<file path="src/rtl/updown_counter.sv">
// updown_counter: parametrised up/down counter with prescaler,
// wrap/saturate limit mode, clamped load and terminal-count pulse.
module updown_counter #(
  parameter int          WIDTH    = 4,
  parameter int unsigned MAX      = 15,
  parameter int          PRESCALE = 1
) (
  input  logic             clk,
  input  logic             rst,
  input  logic             en,
  input  logic             up,
  input  logic             sat,
  input  logic             load,
  input  logic [WIDTH-1:0] load_val,
  output logic [WIDTH-1:0] Q,
  output logic             tc
);

  localparam int PW =
    (PRESCALE > 1) ? $clog2(PRESCALE) : 1;

  localparam logic [PW-1:0] PC_LAST =
    PW'(PRESCALE - 1);

  localparam logic [WIDTH-1:0] MAXV =
    WIDTH'(MAX);

  if (WIDTH < 1 || WIDTH > 32) begin : g_bad_w
    $error("updown_counter: WIDTH out of range");
  end

  if (MAX < 1) begin : g_bad_max
    $error("updown_counter: MAX must be >= 1");
  end

  if (WIDTH < 32) begin : g_chk_max
    if (MAX > (32'd1 << WIDTH) - 32'd1) begin : g_big
      $error("updown_counter: MAX exceeds WIDTH");
    end
  end

  if (PRESCALE < 1) begin : g_bad_pre
    $error("updown_counter: PRESCALE must be >= 1");
  end

  logic [PW-1:0]    pc_q, pc_d;
  logic [WIDTH-1:0] q_q, q_d;
  logic             tc_q, tc_d;

  logic             pc_wrap;
  logic             at_lim;
  logic [WIDTH-1:0] ld_clamp;
  logic [WIDTH-1:0] wrap_val;

  assign pc_wrap  = (pc_q == PC_LAST);
  assign at_lim   = up ? (q_q == MAXV)
                       : (q_q == '0);
  assign ld_clamp = (load_val > MAXV) ? MAXV
                                      : load_val;
  assign wrap_val = up ? '0 : MAXV;

  // next-state: load beats enable; steps are range checked
  always_comb begin
    q_d  = q_q;
    pc_d = pc_q;
    tc_d = 1'b0;
    if (load) begin
      q_d  = ld_clamp;
      pc_d = '0;
    end else if (en) begin
      if (!pc_wrap) begin
        pc_d = pc_q + 1'b1;
      end else begin
        pc_d = '0;
        if (at_lim) begin
          tc_d = 1'b1;
          if (!sat) begin
            q_d = wrap_val;
          end
        end else if (up) begin
          q_d = q_q + 1'b1;
        end else begin
          q_d = q_q - 1'b1;
        end
      end
    end
  end

  // state registers, cleared asynchronously
  always_ff @(posedge clk or negedge rst) begin
    if (!rst) begin
      q_q  <= '0;
      pc_q <= '0;
      tc_q <= 1'b0;
    end else begin
      q_q  <= q_d;
      pc_q <= pc_d;
      tc_q <= tc_d;
    end
  end

  assign Q  = q_q;
  assign tc = tc_q;

endmodule

</file>
<file path="config.mk">
export PLATFORM = sky130hd
export DESIGN_NAME = updown_counter
export DESIGN_NICKNAME = d
export VERILOG_FILES = /design/src/rtl/updown_counter.sv
export SDC_FILE = /design/constraint.sdc
export NUM_CORES = 1
export LEC_CHECK = 0
export ABC_AREA = 1
export ABC_CLOCK_PERIOD_IN_PS = 1500
export CAP_MARGIN = 20
export CORE_AREA = 5 5 42 44
export CTS_BUF_LIST = sky130_fd_sc_hd__clkbuf_4 sky130_fd_sc_hd__clkbuf_8
export CTS_CLUSTER_DIAMETER = 60
export CTS_CLUSTER_SIZE = 8
export DETAILED_ROUTE_END_ITERATION = 7
export DIE_AREA = 0 0 47 49
export PLACE_DENSITY = 0.64
export REMOVE_ABC_BUFFERS = 1
export SLEW_MARGIN = 20
export SYNTH_ARGS = -nofsm -noshare
export SYNTH_HDL_FRONTEND = slang
export SYNTH_SLANG_ARGS = --single-unit
</file>
<file path="constraint.sdc">
create_clock -name clk -period 1.5 [get_ports clk]
set_input_delay 0.225 -clock clk [delete_from_list [all_inputs] [get_ports clk]]
set_output_delay 0.225 -clock clk [all_outputs]
set_load 0.005 [all_outputs]
</file>
==> impl_metrics.json, run 1 <==
{
  "critical_path.slowest_cell": "clkdlybuf4s50_1",
  "firstDrtPassIters": 3,
  "cts_inserted_buffers": 3,
  "timing.critical_path.from_type": "register",
  "cts_max_level": 1,
  "synth_enable_flop_cells": 0,
  "drt-vias-per-instance": 4.34,
  "final_util_pct": 51.2,
  "design.final.nets": 108,
  "worst-slew-pin-transition_ns": 0.216,
  "critical_path.top_delay_family": "buffers and inverters",
  "power.internal_w": 0.000489,
  "syn_avg_cell_area_sq_um": 6.73,
  "critical_path_class": "reg -> out",
  "cap_violations": 0,
  "sum_of_overflow_across_all_layers_after_global_routing": 0,
  "dpl.cell_count": 102,
  "dp_hpwl_um": 872,
  "worst_hold_path_type": "in -> async",
  "pin_count_of_the_biggest_net_entering_global_routing": 7,
  "clock.fmax_mhz": 694,
  "port-buffer-count": 14,
  "floorplan.die.height_um": 49,
  "critical_path.n_buffers_inverters": 2,
  "clk_transition_reported_paths_ns": 0.05,
  "p_per_area_mw_per_mm2": 1030,
  "drt-total-wl_um": 1080,
  "yosys_warnings": 0,
  "avgRoutedWirePerCell_um": 9.79,
  "rrSetupSlack_ns": 0.09,
  "net-switching-power_w": 0.000249,
  "initialDrtViolationCount": 4,
  "tritoncts": "built",
  "antenna_left": 0,
  "share_of_the_cycle_needed_by_the_critical_path_after_routing_pct": 96.0,
  "number_of_remaining_drc_errors": 0,
  "finalClockSkew_ns": 0.00525,
  "most_common_library_cell_in_the_layout_ignoring_fill_and_taps": "nand2_1",
  "syn_to_final_growth_pct": 61.4,
  "synth-seq-cells": 5,
  "clk_lat_worst_skew_ns": 0.24,
  "timing_hold_violations_final": 0,
  "clk_root_buffer_cell": "clkbuf_4",
  "floorplan.initialDensity_pct": 31.7,
  "setup_repair_after_global_routing_missed_its_margin": "no",
  "dpl-instance-area_sq_um": 649,
  "core_region_area_sq_mm": 0.00140,
  "pwr-share-seq_pct": 24.8,
  "via_count_of_the_first_global_routing_pass": 435,
  "timing.max_slew.rel_slack_pct": 85.5,
  "die-area_sq_mm": 0.00230,
  "antenna_found_initial": 0,
  "finished_layout_cell_area_sq_um": 717,
  "gpl.final_weighted_congestion": 0.715,
  "groute.usage.overall_pct": 10.4,
  "post_synthesis_cell_type_count": 17,
  "proportion_of_power_drawn_by_combinational_gates_pct": 51.7,
  "switching_share_pct": 33.7,
  "holdWs_ns": 0.199,
  "final_max_slew_viol_count": 0,
  "dominantRegCellSynth": "dfrtp_1",
  "crit_path_max_incr_delay_ns": 0.50,
  "finalNonFillerCells": 110,
  "clock_sink_count": 5,
  "global_route_wire_length_before_repair_um": 1730,
  "num_rows": 14,
  "mostFrequentLayoutCells": "nand2_1, clkdlybuf4s50_1, buf_4, inv_1, nor2_1",
  "drive_above_1_share_pct": 27.7,
  "vias": 477,
  "outcome": "completed",
  "die_width_um": 47,
  "fillCellCount": 147,
  "crit_arrival_ns": 1.22,
  "power.share.clock_pct": 23.5,
  "number_of_primary_i_o_pins": 15,
  "critical_path.cell_chain": "buf_6, clkdlybuf4s50_1",
  "n_antenna_cell": 0,
  "layout_min_cycle_time_ns": 1.44,
  "netlist_instances": 66,
  "synth_area_sq_um": 444,
  "leakage_power_nw": 0.389,
  "synth.yosys.seq_area_share_pct": 28.2,
  "synthArstFlopShare_pct": 100,
  "required_ns": 1.27,
  "max-clock-path-buffers": 2,
  "final.setup.tns_ns": 0,
  "vdd_drop_max_mv": 0.735,
  "cp-end-kind": "output pin",
  "finalSetupViolations": 0,
  "cp_max_fo": 5
}
==> final cells by class <==
| type | count | area [sq um] | area share, % |
|---|---|---|---|
| clock buffer | 4 | 30.0 | 4.19 |
| inverter | 10 | 40.0 | 5.58 |
| multi-input combinational | 51 | 284 | 39.6 |
| sequential | 5 | 125 | 17.5 |
| tap | 16 | 20.0 | 2.79 |
| timing repair buffer | 24 | 218 | 30.4 |
==> power groups by stage <==
stage,clock network [W],registers [W],logic [W]
after floorplan,0,0.000198,0.000172
after CTS,0.000177,0.000182,0.000364
after detailed placement,0,0.000191,0.000340
final,0.000173,0.000183,0.000381
after global routing,0.000185,0.000188,0.000431
after global placement,0,0.000192,0.000335
==> routing by layer <==
layer	GRT usage, %	vias up	part of all wire (%)
li1	-	256	-
met5	0	-	0
met1	13.3	206	42
met2	15.6	15	50
met3	5.54	0	8.3
met4	1.38	0	0
==> synth_stat cells (2+ instances only) <==
library cell   n  area share (%)
nand3_1        4             4.5
o21ai_0        2             2.3
or2_2          3             4.2
inv_1          9             7.6
nor2_1         6             5.1
ha_1           2             5.6
dfrtp_1        5              28
nand2_1       26              22
==> timing repair <==
action                                  in CTS  in global routing
endpoints found under the setup margin       3                  3
setup buffers                                2                  2
resized for setup                            2                  4
gates cloned                                 0                  0
hold buffers                                 0                  0
pin swaps                                    0                  3
==> registers in the layout, summed over array words and instances (netlist names) <==
signal and cells:
Q 4, tc 1
==> worst paths after layout <==
kind,start,end,cells past startpoint
setup / recovery,Q[0],Q[0],2
hold / removal,rst,Q[3],1
setup reg to reg,Q[0],Q[1],6
hold reg to reg,Q[3],Q[3],2
max in group asynchronous,rst,Q[0],1
min in group clk,en,tc,3
==> stage by stage <==
stage,setup slack [ns],total power (W)
floorplan,0.151,0.000370
global placement,-0.258,0.000527
detailed placement,-0.279,0.000532
CTS,0.0323,0.000724
global route,0.00243,0.000804
finish,0.0596,0.000737
==> worst register-to-register path, stage by stage (launching register included) <==
cell	delay, ns
dfrtp_1	0.38
buf_4	0.14
fa_2	0.55
nand2_1	0.05
nand2_1	0.06
nand3_1	0.09
nand2_1	0.08
==> logic make-up (layout without fill, tap and decap cells) <==
kind of cell	after synthesis	after routing	share of synthesized area (%)
AND/OR/NAND/NOR	44	44	44.8
buffers and inverters	10	38	9.01
flip-flops	5	5	28.2
adder cells (fa/ha/maj)	3	3	10.1
AO/OA/AOI/OAI	3	3	5.92
XOR/XNOR	1	1	1.97
No activity file was read; power rests on OpenSTA's default activity.
==> run 2: changes to the inputs <==
--- a/config.mk
+++ b/config.mk
@@ -16,7 +16,6 @@
 export DIE_AREA = 0 0 47 49
 export PLACE_DENSITY = 0.64
 export REMOVE_ABC_BUFFERS = 1
-export SLEW_MARGIN = 20
 export SYNTH_ARGS = -nofsm -noshare
 export SYNTH_HDL_FRONTEND = slang
 export SYNTH_SLANG_ARGS = --single-unit
==> results of run 2 <==
The final DEF is identical to that of run 1; final timing and power are the same.
